## src/rtl/tank_pkg.sv

```systemverilog
// Shared types and constants for the enemy tank AI and its movement/launcher peers.
package tank_pkg;

  localparam int unsigned POS_W  = 11;
  localparam int unsigned DIFF_W = 12;
  localparam int unsigned KEY_W  = 4;
  localparam int unsigned CNT_W  = 8;
  localparam int unsigned LFSR_W = 16;

  localparam logic [LFSR_W-1:0] DEFAULT_SEED = 16'hACE1;

  typedef enum logic [1:0] {
    IDLE    = 2'd0,
    TURN    = 2'd1,
    MOVE    = 2'd2,
    BLOCKED = 2'd3
  } ai_state_t;

  typedef logic [1:0] dir_t;

  localparam dir_t DIR_UP    = 2'd0;
  localparam dir_t DIR_RIGHT = 2'd1;
  localparam dir_t DIR_DOWN  = 2'd2;
  localparam dir_t DIR_LEFT  = 2'd3;

  localparam logic [KEY_W-1:0] KEY_DOWN  = 4'b0001;
  localparam logic [KEY_W-1:0] KEY_UP    = 4'b0010;
  localparam logic [KEY_W-1:0] KEY_LEFT  = 4'b0100;
  localparam logic [KEY_W-1:0] KEY_RIGHT = 4'b1000;

  // Direction excluded from the next turn; valid=0 means no exclusion.
  typedef struct packed {
    logic valid;
    dir_t dir;
  } excl_t;

  function automatic logic [KEY_W-1:0] dir2key(input dir_t d);
    logic [KEY_W-1:0] k;
    case (d)
      DIR_UP:    k = KEY_UP;
      DIR_RIGHT: k = KEY_RIGHT;
      DIR_DOWN:  k = KEY_DOWN;
      default:   k = KEY_LEFT;
    endcase
    return k;
  endfunction

endpackage

```

## src/rtl/enemy_tank_ai_if.sv

```systemverilog
// Frame/collision/position inputs and key/fire outputs between a tank instance and its AI.
interface enemy_tank_ai_if;
  import tank_pkg::*;

  logic             startOfFrame;
  logic             brickCollision;
  logic             tankCollision;
  logic             runEn;
  logic             resetPos;
  logic [POS_W-1:0] myX;
  logic [POS_W-1:0] myY;
  logic [POS_W-1:0] playerX;
  logic [POS_W-1:0] playerY;
  logic [KEY_W-1:0] keyPressed;
  logic             fireReq;
  dir_t             aiDir;

  modport master (
    output startOfFrame, brickCollision, tankCollision, runEn, resetPos,
    output myX, myY, playerX, playerY,
    input  keyPressed, fireReq, aiDir
  );

  modport slave (
    input  startOfFrame, brickCollision, tankCollision, runEn, resetPos,
    input  myX, myY, playerX, playerY,
    output keyPressed, fireReq, aiDir
  );

endinterface

```

## src/rtl/lfsr16.sv

```systemverilog
// Free-running 16-bit Fibonacci LFSR (taps 15,13,12,10); a zero seed falls back to the default.
module lfsr16
  import tank_pkg::*;
(
  input  logic              clk,
  input  logic              reset,
  input  logic              load,
  input  logic [LFSR_W-1:0] seed,
  output logic [LFSR_W-1:0] q
);

  logic [LFSR_W-1:0] seed_eff;
  logic              fb;

  assign seed_eff = (seed == '0) ? DEFAULT_SEED : seed;
  assign fb       = q[15] ^ q[13] ^ q[12] ^ q[10];

  always_ff @(posedge clk) begin
    if (reset || load) begin
      q <= seed_eff;
    end else begin
      q <= {q[LFSR_W-2:0], fb};
    end
  end

endmodule

```

## src/rtl/enemy_tank_ai.sv

```systemverilog
// Enemy tank driver: random/player-seeking direction choice, collision back-off, periodic fire.
module enemy_tank_ai
  import tank_pkg::*;
#(
  parameter logic [LFSR_W-1:0] SEED            = 16'hACE1,
  parameter int unsigned       MIN_HOLD_FRAMES = 30,
  parameter logic [7:0]        HOLD_MASK       = 8'h3F,
  parameter int unsigned       BLOCK_FRAMES    = 8,
  parameter int unsigned       FIRE_PERIOD     = 45,
  parameter bit                CHASE_EN        = 1'b1,
  parameter int unsigned       INITIAL_DIR     = 1
) (
  input  logic           clk,
  input  logic           reset,
  enemy_tank_ai_if.slave bus
);

  localparam logic [CNT_W-1:0] HOLD_BASE  = CNT_W'(MIN_HOLD_FRAMES);
  localparam logic [CNT_W-1:0] BLOCK_LOAD = CNT_W'(BLOCK_FRAMES);
  localparam logic [CNT_W-1:0] FIRE_LAST  = CNT_W'(FIRE_PERIOD - 1);
  localparam dir_t             INIT_DIR   = 2'(INITIAL_DIR);

  ai_state_t         state, state_nx;
  dir_t              ai_dir, ai_dir_nx;
  dir_t              pick, turn_dir;
  logic [KEY_W-1:0]  key, key_nx;
  logic              fire, fire_nx;
  logic [CNT_W-1:0]  hold_cnt, hold_nx;
  logic [CNT_W-1:0]  blk_cnt, blk_nx;
  logic [CNT_W-1:0]  fire_cnt, fire_cnt_nx;
  excl_t             excl, excl_nx;
  logic              coll, coll_prev, coll_prev_nx, coll_edge;
  logic [LFSR_W-1:0] lfsr;
  logic              lfsr_unused;
  logic [DIFF_W-1:0] dx, dy, adx, ady;

  lfsr16 u_lfsr (
    .clk   (clk),
    .reset (reset),
    .load  (1'b0),
    .seed  (SEED),
    .q     (lfsr)
  );

  assign lfsr_unused = ^lfsr[LFSR_W-1:8];

  assign coll      = bus.brickCollision | bus.tankCollision;
  assign coll_edge = coll & ~coll_prev;

  // Direction proposal for the TURN cycle: random, optionally steered along the dominant axis.
  always_comb begin
    dx   = {1'b0, bus.playerX} - {1'b0, bus.myX};
    dy   = {1'b0, bus.playerY} - {1'b0, bus.myY};
    adx  = dx[DIFF_W-1] ? (DIFF_W'(0) - dx) : dx;
    ady  = dy[DIFF_W-1] ? (DIFF_W'(0) - dy) : dy;
    pick = dir_t'(lfsr[1:0]);
    if (CHASE_EN && lfsr[3]) begin
      if ((adx >= ady) && (dx != '0)) begin
        pick = dx[DIFF_W-1] ? DIR_LEFT : DIR_RIGHT;
      end else if (dy != '0) begin
        pick = dy[DIFF_W-1] ? DIR_UP : DIR_DOWN;
      end
    end
    turn_dir = (excl.valid && (pick == excl.dir)) ? dir_t'(pick + 2'd1) : pick;
  end

  always_ff @(posedge clk) begin
    if (reset) begin
      state <= IDLE;
    end else begin
      state <= state_nx;
    end
  end

  always_comb begin
    state_nx = state;
    if (bus.resetPos || !bus.runEn) begin
      state_nx = IDLE;
    end else begin
      case (state)
        IDLE:    if (bus.startOfFrame) state_nx = TURN;
        TURN:    state_nx = MOVE;
        MOVE: begin
          if (coll_edge) begin
            state_nx = BLOCKED;
          end else if (bus.startOfFrame && (hold_cnt <= CNT_W'(1))) begin
            state_nx = TURN;
          end
        end
        BLOCKED: if (bus.startOfFrame && (blk_cnt <= CNT_W'(1))) state_nx = TURN;
        default: state_nx = IDLE;
      endcase
    end
  end

  // Counters, exclusion and the next values of the registered outputs.
  always_comb begin
    ai_dir_nx    = ai_dir;
    hold_nx      = hold_cnt;
    blk_nx       = blk_cnt;
    fire_cnt_nx  = fire_cnt;
    excl_nx      = excl;
    fire_nx      = 1'b0;
    coll_prev_nx = coll;
    if (bus.resetPos) begin
      ai_dir_nx    = INIT_DIR;
      hold_nx      = '0;
      blk_nx       = '0;
      fire_cnt_nx  = '0;
      excl_nx      = '0;
      coll_prev_nx = 1'b0;
    end else if (bus.runEn) begin
      if ((state != IDLE) && bus.startOfFrame) begin
        if (fire_cnt == FIRE_LAST) begin
          fire_nx     = 1'b1;
          fire_cnt_nx = '0;
        end else begin
          fire_cnt_nx = fire_cnt + CNT_W'(1);
        end
      end
      case (state)
        IDLE: if (bus.startOfFrame) excl_nx = '0;
        TURN: begin
          ai_dir_nx = turn_dir;
          hold_nx   = HOLD_BASE + CNT_W'(lfsr[7:0] & HOLD_MASK);
        end
        MOVE: begin
          if (coll_edge) begin
            blk_nx  = BLOCK_LOAD;
            excl_nx = '{valid: 1'b1, dir: ai_dir};
          end else if (bus.startOfFrame) begin
            hold_nx = hold_cnt - CNT_W'(1);
            if (hold_cnt <= CNT_W'(1)) excl_nx = '0;
          end
        end
        BLOCKED: if (bus.startOfFrame) blk_nx = blk_cnt - CNT_W'(1);
        default: ;
      endcase
    end
    key_nx = (state_nx == MOVE) ? dir2key(ai_dir_nx) : '0;
  end

  always_ff @(posedge clk) begin
    if (reset) begin
      ai_dir    <= INIT_DIR;
      key       <= '0;
      fire      <= 1'b0;
      hold_cnt  <= '0;
      blk_cnt   <= '0;
      fire_cnt  <= '0;
      excl      <= '0;
      coll_prev <= 1'b0;
    end else begin
      ai_dir    <= ai_dir_nx;
      key       <= key_nx;
      fire      <= fire_nx;
      hold_cnt  <= hold_nx;
      blk_cnt   <= blk_nx;
      fire_cnt  <= fire_cnt_nx;
      excl      <= excl_nx;
      coll_prev <= coll_prev_nx;
    end
  end

  assign bus.keyPressed = key;
  assign bus.fireReq    = fire;
  assign bus.aiDir      = ai_dir;

endmodule

```

## src/flat_wrapper.sv

```systemverilog
// flat-port wrapper written by rule: the top's interface ports become plain ports
module enemy_tank_ai_flat import tank_pkg::*;
#(
  parameter logic [LFSR_W-1:0] SEED            = 16'hACE1,
  parameter int unsigned       MIN_HOLD_FRAMES = 30,
  parameter logic [7:0]        HOLD_MASK       = 8'h3F,
  parameter int unsigned       BLOCK_FRAMES    = 8,
  parameter int unsigned       FIRE_PERIOD     = 45,
  parameter bit                CHASE_EN        = 1'b1,
  parameter int unsigned       INITIAL_DIR     = 1
)
  (clk, reset, bus_startOfFrame, bus_brickCollision, bus_tankCollision, bus_runEn, bus_resetPos, bus_myX, bus_myY, bus_playerX, bus_playerY, bus_keyPressed, bus_fireReq, bus_aiDir);
  enemy_tank_ai_if bus_i ();
  input  logic clk;
  input  logic reset;
  input wire logic [$bits(bus_i.startOfFrame)-1:0] bus_startOfFrame;
  input wire logic [$bits(bus_i.brickCollision)-1:0] bus_brickCollision;
  input wire logic [$bits(bus_i.tankCollision)-1:0] bus_tankCollision;
  input wire logic [$bits(bus_i.runEn)-1:0] bus_runEn;
  input wire logic [$bits(bus_i.resetPos)-1:0] bus_resetPos;
  input wire logic [$bits(bus_i.myX)-1:0] bus_myX;
  input wire logic [$bits(bus_i.myY)-1:0] bus_myY;
  input wire logic [$bits(bus_i.playerX)-1:0] bus_playerX;
  input wire logic [$bits(bus_i.playerY)-1:0] bus_playerY;
  output wire logic [$bits(bus_i.keyPressed)-1:0] bus_keyPressed;
  output wire logic [$bits(bus_i.fireReq)-1:0] bus_fireReq;
  output wire logic [$bits(bus_i.aiDir)-1:0] bus_aiDir;
  assign bus_i.startOfFrame = bus_startOfFrame;
  assign bus_i.brickCollision = bus_brickCollision;
  assign bus_i.tankCollision = bus_tankCollision;
  assign bus_i.runEn = bus_runEn;
  assign bus_i.resetPos = bus_resetPos;
  assign bus_i.myX = bus_myX;
  assign bus_i.myY = bus_myY;
  assign bus_i.playerX = bus_playerX;
  assign bus_i.playerY = bus_playerY;
  assign bus_keyPressed = bus_i.keyPressed;
  assign bus_fireReq = bus_i.fireReq;
  assign bus_aiDir = bus_i.aiDir;
  enemy_tank_ai #(.SEED(SEED), .MIN_HOLD_FRAMES(MIN_HOLD_FRAMES), .HOLD_MASK(HOLD_MASK), .BLOCK_FRAMES(BLOCK_FRAMES), .FIRE_PERIOD(FIRE_PERIOD), .CHASE_EN(CHASE_EN), .INITIAL_DIR(INITIAL_DIR)) u_core (.clk(clk), .reset(reset), .bus(bus_i));
endmodule
```

## config.mk

```make
export PLATFORM = sky130hd
export DESIGN_NAME = enemy_tank_ai_flat
export DESIGN_NICKNAME = d
export VERILOG_FILES = /design/src/rtl/tank_pkg.sv /design/src/rtl/enemy_tank_ai_if.sv /design/src/rtl/lfsr16.sv /design/src/rtl/enemy_tank_ai.sv /design/src/flat_wrapper.sv
export SDC_FILE = /design/constraint.sdc
export NUM_CORES = 1
export LEC_CHECK = 0
export ABC_AREA = 1
export BUFFER_PORTS_ARGS = -buffer_cell sky130_fd_sc_hd__buf_2
export CAP_MARGIN = 15
export CORE_ASPECT_RATIO = 1.1
export CORE_UTILIZATION = 30
export CTS_CLUSTER_SIZE = 20
export DETAILED_ROUTE_END_ITERATION = 10
export SKIP_LAST_GASP = 1
export SLEW_MARGIN = 20
export SYNTH_ARGS = -nofsm -noshare
export SYNTH_HDL_FRONTEND = slang
export SYNTH_SLANG_ARGS = --single-unit
export TNS_END_PERCENT = 1
```

## constraint.sdc

```tcl
create_clock -name clk -period 6 [get_ports clk]
set_clock_uncertainty 0.1 [all_clocks]
set_input_delay 0.3 -clock clk [delete_from_list [all_inputs] [get_ports clk]]
set_output_delay 0.3 -clock clk [all_outputs]
set_load 0.05 [all_outputs]
```

Word level (Yosys, flattened, before mapping) --
Cells that the tools add are included. Widths: inputs -> output; s select.
Word-level totals: register bits after elaboration 53, input bits 51, output and inout bits 7, word-level logic and storage cells 100
Operators by class: $add $sub $neg 9, magnitude comparators 3, eq/ne operators 15, muxes and demuxes 31, bitwise operators 9, reduce and logical (&&, ||, !) cells 22
Operators with widths (number):
- $mux 8 | 5
- $pmux 8 s2 | 2
- $mux 2 | 14
- $mux 12 | 2
- $reduce_bool 12->1 | 2
- $sub 1x12->12 const A | 2
- $sub 11x11->12 | 2
- $le 8x1->1 const B | 2
- $sub 8x1->8 const B | 2
- $ge 12x12->1 | 1
- $mux 3 | 4
- $pmux 4 s3 | 1
- $add 8x1->8 const B | 1
- $eq 2x2->1 const B | 4
- $eq 8x6->1 const B | 1
- $ne 2x2->1 const B | 4
- $pmux 2 s4 | 1
- $reduce_and 4->1 | 2
- $reduce_bool 2->1 | 4
- $add 5x6->7 const A | 1
- $pmux 3 s2 | 1
- $logic_and 1x1->1 | 5
- $reduce_and 5->1 | 1
- $eq 2x1->1 const B | 2
- 16 further kinds | 23

Depth between registers and ports, before layout --
Gate-level depths: netlist of run 1.
word-level depth 15, gate-level depth with buffers 34, mapped depth without buffers 34

Cells and area by module --
From an unflattened synthesis of run 1, not the netlist that was laid out.
Second synthesis, totals: cells, all modules 800, area total of the unflattened synthesis 4926.0 um^2
Modules (own cells, without submodules):
- enemy_tank_ai | instances 1, cells each 701, area an instance 4250.3 um^2, sequential area each 740.7 um^2
- lfsr16 | instances 1, cells each 99, area an instance 675.6 um^2, sequential area each 320.3 um^2

Worst setup path before layout of run 1 --
OpenSTA, ideal clock, no wires.
kind in2reg, from in bus_playerY[0], to reg u_core.key[3] (netlist: u_core.bus.keyPressed[3]), library setup time 0.117 ns, arrival 3.628 ns, data required time 5.783 ns, slack 2.155 ns, stages on the path 31, path buffers 0, path through inv_1 > ha_1 > inv_1 > fa_1 > nor2_1 > nor2_2 > nor3_1 > nand4_1 > nor3b_1 > inv_1 > nor3_1 > or2_2 > xor2_1 > inv_1 > ha_1 > a21oi_1 > nor2_1 > a211oi_1 > nand4_1 > nand2_2 > nand3_1 > nand2_1 > nand2_1 > nand2_1 > nand3_1 > nand2_1 > inv_1 > nand2_2 > nand2_1 > nand2_1 > nor2_1
Between the ends: cells in the longest elaborated chain, start to end 15, elaborated cells on any way between the ends 21, classes of those cells add/sub (3); order compare (1); eq/ne (3); mux (10); reduce/logical (4)
RTL lines:
- start: declaration | RTL line flat_wrapper.sv:24 | input wire logic [$bits(bus_i.playerY)-1:0] bus_playerY;
- $sub 11x11->12 * | RTL line enemy_tank_ai.sv:53 | dy = {1'b0, bus.playerY} - {1'b0, bus.myY};
- $sub 1x12->12 | RTL line enemy_tank_ai.sv:55 | ady = dy[DIFF_W-1] ? (DIFF_W'(0) - dy) : dy;
- $mux 12 | RTL line enemy_tank_ai.sv:55
- $ge 12x12->1 | RTL line enemy_tank_ai.sv:58 | if ((adx >= ady) && (dx != '0)) begin
- $logic_and 1x1->1 | RTL line enemy_tank_ai.sv:58
- $mux 2 * | RTL line enemy_tank_ai.sv:58
- $mux 2 * | RTL line enemy_tank_ai.sv:57 | if (CHASE_EN && lfsr[3]) begin
- branches (longest 2 deep; another with $add 2x1->2)
- $mux 2 * | RTL line enemy_tank_ai.sv:64 | turn_dir = (excl.valid && (pick == excl.dir)) ? dir_t'(pick + 2'd1) : pick;
- $mux 2 * | RTL line enemy_tank_ai.sv:121 | case (state)
- $mux 2 * | RTL line enemy_tank_ai.sv:112 | end else if (bus.runEn) begin
- $mux 2 * | RTL line enemy_tank_ai.sv:105 | if (bus.resetPos) begin
- $eq 2x2->1, or another cell as far along | RTL line tank_pkg.sv:39 | case (d)
- $pmux 4 s3 * | RTL line tank_pkg.sv:39
- end signal: assignment | RTL line enemy_tank_ai.sv:155 | key <= key_nx;
- end: declaration | RTL line enemy_tank_ai.sv:26 | logic [KEY_W-1:0] key, key_nx;
Every way passes the cells marked *. A chain may end at the register's enable or synchronous reset.

Worst setup path after layout of run 1 --
from in bus_playerY[0], to reg u_core.key[2] (netlist: u_core.bus.keyPressed[2])
The elaborated chain is that of the path after synthesis.

==> results.toml, run 1 <==
[clock_network]
clockRootBuffer = "clkbuf_16"
cts_max_path_buffers = 2
clk_latency_ps = 290
cts_setup_buffers = 0
htree_levels = 2
cts.sinks = 53
cts_tree = "built"
numCtsBuffers = 5
cts-resized-gates = 0
cts_hold_buf = 0
path_clk_slew_ps = 70

[synthesis]
synth_ff_type = "dfxtp_1"
ys_ff_latch = 53
syn_avg_cell_area_um2 = 6.27
ys_types = 41
synth_nets = 851
yosysTopAreaCell = "dfxtp_1"
synth_edf_count = 0
async_reset_ff_frac = 0
synth.area.top_cells = "dfxtp_1 22%, nand2_1 14%, inv_1 12%, ha_1 11%, nor2_1 6.0%"
synth_area_um2 = 4730
synth_cells = 755
yosysSeqAreaShare = 0.224
synth.top_cell.area_share = 0.224
ys.warnings.count = 0

[cells_and_area]
layout.nets = 911
layout-drive-gt1-share = 0.150
fin_cells = 1011
syn_to_final_growth_pct = 14.4
fin_util = 0.355
final_cell_mix = "179 x nand2_1, 153 x inv_1, 76 x nor2_1"
multi_input_area_um2 = 3060
antenna_cells = 0
mostFrequentLayoutCell = "nand2_1"
seq_area_um2 = 1060
fillers = 1671

[routing]
wl_um = 10000
drt_pass1_iterations = 4
ant_nets = 0
drtIter0Drc = 158
vias_per_cell = 4.40
vias = 4452
drc = 0
routedWlPerCell_um = 9.92

[die]
rows = 47
start_util = 0.311
die_h_um = 134
dieArea_um2 = 16300
num_io_pins = 58
die_w_um = 122
core-area_um2 = 15200

[timing]
fin_crit_ps = 4010
max-slew-margin-rel = 0.395
setup_violations = 0
max_clock_freq_mhz = 250
rsz0062_at_grt = "no"
setup-tns-final_ps = 0
period_share = 0.668
tightest_slew_ps = 901
finalHoldViolCount = 0
setup_ws_ps = 1990
whs_ps = 158
maxSlewViolCount = 0

[worst_setup_path]
worst-setup-path-type = "primary input to register"
critPathRequiredTime_ps = 6090
path_max_fanout = 5
end_kind = "register"
slowest_delay_ps = 440
critPathLaunchType = "primary input"
critPathSlowestCell = "fa_1"
critPathArrivalTime_ps = 4100
cpMostUsedCell = "nand2_1"

[global_routing]
grt_start_max_net_pins = 19
grt_overflow = 0
first_global_vias = 4234
antenna_found_initial = 0
grt_use_total = 0.131
grt_pass1_wl_um = 18000

[job]
cap_viol_max_count = 0

[placed_design]
dp_hpwl_um = 8270
placed_cells = 1004
portBuffers = 57
post-place-ws_ps = 1650
place_congestion = 0.840

[worst_hold_path]
hp-class = "primary input to register"

[power]
power_density_nw_per_um2 = 202
peakVddDrop_uv = 102
p_leak_uw = 0.00286

[outcome]
status = "completed"
==> synthesized netlist by cell type (4+ instances only) <==
cell	n
nor2_1	76
nand3_1	40
xor2_1	18
nand2_2	19
xnor2_1	7
nand3b_1	4
clkbuf_1	4
nand4_1	15
nor2_2	10
nand3_2	9
ha_1	43
a21oi_1	43
nand2_1	179
a31oi_1	4
inv_2	5
inv_1	153
o21ai_0	18
or2_2	8
dfxtp_1	53
nor3_1	12
a211oi_1	5
==> power by group <==
part,leakage (µW),internal [µW],switching (µW)
Clock,0.0000803,196,129
Sequential,0.000432,360,4.69
Combinational,0.00234,156,244
==> worst paths after layout <==
kind,from,to,depth (start not counted),slack [ps]
worst max register to register,u_core.state[0],u_core.hold_cnt[6],8,3260
worst min register to register,u_core.u_lfsr.q[9],u_core.u_lfsr.q[10],1,310
worst max-delay path,bus_playerY[0],u_core.bus.keyPressed[2],32,1990
worst min-delay path,bus_tankCollision,u_core.coll_prev,3,160
==> logic make-up after synthesis <==
group / after synthesis / share of synthesized area
AO/OA/AOI/OAI: 83 / 0.103
XOR/XNOR: 25 / 0.0463
flip-flops: 53 / 0.224
AND/OR/NAND/NOR: 386 / 0.375
buffers and inverters: 163 / 0.129
adder cells (fa/ha/maj): 45 / 0.122
==> state kept, by name (all words and copies together), names as in the netlist <==
signal	flops
u_core.u_lfsr.q	16
u_core.bus.keyPressed	4
u_core.coll_prev	1
u_core.bus.aiDir	2
u_core.state	2
u_core.hold_cnt	8
u_core.fire_cnt	8
u_core.blk_cnt	8
u_core.excl	3
u_core.bus.fireReq	1
==> through the flow <==
step | power, µW | instance area [µm²]
after floorplan | 691 | 4730
after global placement | 772 | 5250
after detailed placement | 775 | 5250
after CTS | 1100 | 5410
after global routing | 1190 | 5410
final | 1090 | 5410
==> critical path, delay by kind of cell <==
kind                       cells  cell delay [ps]
AOI/OAI and AO/OA              2              290
adders and majority gates      3              860
and+or+nand+nor               20             2090
buffers and inverters          6              410
xor gates and xnor gates       1              140
==> metal layers <==
layer	track usage	part of all wire	wire length, µm	up-vias
li1	-	-	-	2486
met1	0.179	0.53	5330	1871
met2	0.219	0.43	4270	82
met3	0.0146	0.030	300	13
met4	0.0316	0.013	127	0
met5	0	0	0	-
==> layout make-up <==
type | instances | area share
clock buffer | 5 | 0.0231
clock inverter | 2 | 0.00717
timing repair buffer | 57 | 0.0527
sequential | 53 | 0.196
inverter | 159 | 0.110
multi-input combinational | 539 | 0.565
tap | 196 | 0.0453
Power figures use the tool's default switching activity.
==> run 2, diff against run 1 <==
clock period = 3.3 ns   (was 6 ns; I/O delays follow)
==> results.toml, run 2 (same netlist as run 1, synthesis figures left out) <==
[outcome]
status = "complete, but fails checks"
violations = "negative setup slack"

[routing]
routedWlPerCell_um = 9.31
drt_pass1_iterations = 4
drtIter0Drc = 156
vias = 4764
drc = 0
wl_um = 10300
ant_nets = 0
vias_per_cell = 4.31

[timing]
setup_violations = 6
max_clock_freq_mhz = 279
tightest_slew_ps = 815
rsz0062_at_grt = "yes"
finalHoldViolCount = 0
max-slew-margin-rel = 0.452
setup_ws_ps = -279
setup-tns-final_ps = -1550
fin_crit_ps = 3580
period_share = 1.08
maxSlewViolCount = 0

[global_routing]
grt-busiest-layer = "met2"
met1_usage = 0.182
grt_overflow = 0
grt_use_total = 0.131
grt_pass1_wl_um = 18100
first_global_vias = 4352
grtUsageMet2 = 0.219
grtUsageMet3 = 0.0128
grt_start_max_net_pins = 19
antenna_found_initial = 0

[worst_setup_path]
critPathLaunchType = "primary input"
worstRegToRegCells = 13
reg2reg_from = "u_core.state[1]"
crit_path_end = "u_core.bus.keyPressed[0]"
critPathSlowestCell = "fa_2"
slowest_delay_ps = 350
path_max_fanout = 3
crit_start = "bus_playerY[0]"
critPathRequiredTime_ps = 3430
critPathArrivalTime_ps = 3710
reg2reg_slack_ps = 820
worst-setup-path-type = "primary input to register"
end_kind = "register"
r2r-end = "u_core.blk_cnt[7]"

[cells_and_area]
multi_input_area_um2 = 3090
regMostFlops = "u_core.u_lfsr.q"
design_area_um2 = 6140
mostFrequentLayoutCell = "nand2_1"
antenna_cells = 0
fillers = 1621
final_cell_mix = "179 x nand2_1, 151 x inv_1, 94 x buf_4"
largest_reg_flops = 16
syn_to_final_growth_pct = 29.9
layout-drive-gt1-share = 0.246
seq_area_um2 = 1060
layout.nets = 1005

[clock_network]
path_clk_slew_ps = 70
clk_latency_ps = 290
clockRootBuffer = "clkbuf_16"
htree_levels = 2
cts_max_path_buffers = 2
numCtsBuffers = 5
cts_hold_buf = 0
cts_tree = "built"
cts.sinks = 53
cts_setup_buffers = 0

[power]
peakVddDrop_uv = 233
finalPower_uw = 2170
p_leak_uw = 0.00331
power_density_nw_per_um2 = 353

[worst_hold_path]
hp-class = "primary input to register"
min_from = "bus_tankCollision"

[job]
cap_viol_max_count = 0

[die]
die_w_um = 122
core-area_um2 = 15200
rows = 47
dieArea_um2 = 16300
num_io_pins = 58
start_util = 0.311
die_h_um = 134

[placed_design]
portBuffers = 57
place_congestion = 0.851
place_area_um2 = 5960
dp_hpwl_um = 8570
-- run 2: changes by cell type in the layout (fill, tap and decap cells not counted), sizes merged --
cell  previous run  this run
buf             57       151
-- run 2: cell type report --
type | instances | share of cell area
Multi-Input combinational cell | 539 | 0.502
Tap cell | 196 | 0.0399
Clock inverter | 2 | 0.00631
Clock buffer | 5 | 0.0204
Timing Repair Buffer | 151 | 0.161
Sequential cell | 53 | 0.173
Inverter | 159 | 0.0971
-- run 2: worst max-delay path: cells and delay by family --
family	cells	cell delay (ps)
simple gates	15	1690
fa+ha+maj	3	790
compound gates	4	560
buf+inv	6	360
xor+xnor	1	140
-- run 2: report_power, final --
part	total [µW]	switching [µW]	internal (µW)
logic	918	485	433
clock network	586	229	356
registers	664	8.34	655
-- run 2: stage by stage --
stage               hold WS, ps  instances  setup WS [ps]  utilization
finish                     21.1       1105           -279        0.403
global route               36.7       1105           -669        0.403
CTS                        22.0       1105           -312        0.403
detailed placement          298       1098           -629        0.392
global placement            292       1098           -577        0.392
floorplan                   200        755           -235            -
-- run 2: routing by layer --
layer,part of all wire,vias up,routed length (µm)
li1,-,2673,-
met1,0.52,2019,5380
met2,0.45,68,4650
met3,0.023,4,234
met4,0.0030,0,31
met5,0,-,0
-- run 2: worst min path at each step --
stage / endpoint / slack (ps) / cells after the start
after CTS: u_core.coll_prev / 20 / 3
after global routing: u_core.coll_prev / 40 / 3
after global placement: u_core.u_lfsr.q[12] / 290 / 2
after floorplan: u_core.bus.aiDir[0] / 200 / 2
after detailed placement: u_core.u_lfsr.q[15] / 300 / 1
final: u_core.coll_prev / 20 / 3
-- run 2: timing repair --
action | CTS | global route
resized for setup | 2 | 1
endpoints found under the setup margin | 6 | 6
pin swaps | 2 | 2
gates cloned | 0 | 0
==> run 3, diff against run 2 <==
BUFFER_PORTS_ARGS = unset   (was -buffer_cell sky130_fd_sc_hd__buf_2)
DONT_BUFFER_PORTS = 1   (was unset)
==> results.toml, run 3 (same netlist as run 1, synthesis figures left out) <==
[routing]
ant_nets = 0
vias = 4626
routedWlPerCell_um = 9.88
drtIter0Drc = 141
drt_pass1_iterations = 5
drc = 0
vias_per_cell = 4.38
wl_um = 10400

[power]
peakVddDrop_uv = 193
p_leak_uw = 0.00310
finalPower_uw = 2130
power_density_nw_per_um2 = 355

[placed_design]
place_area_um2 = 5680
placed_cells = 1041
place_congestion = 0.856
portBuffers = 0
dp_hpwl_um = 8520

[worst_setup_path]
reg2reg_from = "u_core.state[1]"
worst-setup-path-type = "primary input to register"
cpLargestDelayFamily = "simple AND/OR/NAND/NOR gates"
slowest_delay_ps = 400
reg2reg_slack_ps = 830
critical_path_buf_inv_count = 5
path_max_fanout = 3
critPathLaunchType = "primary input"
critPathRequiredTime_ps = 3430
end_kind = "register"
r2r-end = "u_core.blk_cnt[7]"
critPathArrivalTime_ps = 3770
critPathSlowestCell = "fa_2"
cpMostUsedCell = "nand2_2"
worstRegToRegCells = 13

[cells_and_area]
design_area_um2 = 5990
layout.nets = 956
final_cell_mix = "173 x nand2_1, 147 x inv_1, 98 x buf_4"
fillers = 1629
layout-drive-gt1-share = 0.222
fin_util = 0.394
antenna_cells = 0
fin_cells = 1057
largest_reg_flops = 16
regMostFlops = "u_core.u_lfsr.q"
syn_to_final_growth_pct = 26.7
mostFrequentLayoutCell = "nand2_1"

[clock_network]
clockRootBuffer = "clkbuf_16"
numCtsBuffers = 5
htree_levels = 2
cts_max_path_buffers = 2
clk_latency_ps = 290
cts_tree = "built"
cts.sinks = 53
path_clk_slew_ps = 70

[timing]
max_clock_freq_mhz = 274
period_share = 1.10
finalHoldViolCount = 0
maxSlewViolCount = 0
rsz0062_at_grt = "yes"
fin_crit_ps = 3640
whs_ps = 39.0
setup_violations = 6
max-slew-margin-rel = 0.484
tightest_slew_ps = 768
setup_ws_ps = -343

[global_routing]
first_global_vias = 4343
antenna_found_initial = 0
grt_start_max_net_pins = 18
grt_pass1_wl_um = 18100
grt_use_total = 0.131
grt_overflow = 0

[outcome]
status = "complete, but fails checks"
violations = "negative setup slack"

[worst_hold_path]
holdPathEnd = "u_core.excl[2]"
hp-class = "primary input to register"
min_from = "bus_runEn"
min_path_cells = 2

[die]
num_io_pins = 58
start_util = 0.311
die_h_um = 134
die_w_um = 122
dieArea_um2 = 16300
core-area_um2 = 15200
rows = 47

[job]
cap_viol_max_count = 0
run 3: cell types whose count changed in the layout (fill, tap and decap cells not counted), sizes merged:
cell,previous run,this run
clkinv,1,2
dlygate4sd3,0,4
bufinv,1,0
clkinvlp,0,1
buf,151,98
run 3: final cells by class:
class,instances,area [µm²],share of cell area
timing repair buffer,102,776,0.129
clock inverter,3,21.3,0.00355
tap,196,245,0.0409
sequential,53,1060,0.177
inverter,159,602,0.100
clock buffer,5,125,0.0209
multi-input combinational,539,3160,0.528
run 3: report_power, final:
part	total [µW]	internal (µW)	switching (µW)
combinational	938	438	500
clock	526	283	243
sequential	666	655	10.9
run 3: what timing repair did:
| item | CTS | global route |
|---|---|---|
| pin swaps | 2 | 24 |
| setup endpoints to repair | 6 | 6 |
| resized for setup | 5 | 23 |
| hold buffers | 4 | 0 |
| buffers inserted | 0 | 5 |
| hold endpoints to repair | 20 | 0 |
run 3: layer usage:
metal | vias to the layer above | GRT usage | wire length, µm
li1 | 2583 | - | -
met1 | 1983 | 0.174 | 5360
met2 | 55 | 0.229 | 4770
met3 | 5 | 0.0197 | 292
met4 | 0 | 0.0144 | 24
met5 | - | 0 | 0
run 3: worst max-delay path by stage:
stage,to,from,slack [ps],depth (start not counted)
finish,u_core.bus.keyPressed[2],bus_playerY[0],-340,28
global placement,u_core.bus.keyPressed[3],bus_playerX[0],-490,29
floorplan,u_core.bus.keyPressed[3],bus_playerY[0],-230,32
detailed placement,u_core.bus.keyPressed[2],bus_playerX[0],-590,29
CTS,u_core.bus.keyPressed[2],bus_playerY[0],-220,28
global route,u_core.bus.keyPressed[2],bus_playerY[0],-690,28
run 3: stage by stage:
stage               TNS [ps]  setup WS (ps)
global placement       -2800           -492
global route           -3970           -691
detailed placement     -3330           -585
finish                 -1850           -343
floorplan              -1220           -235
CTS                    -1210           -225
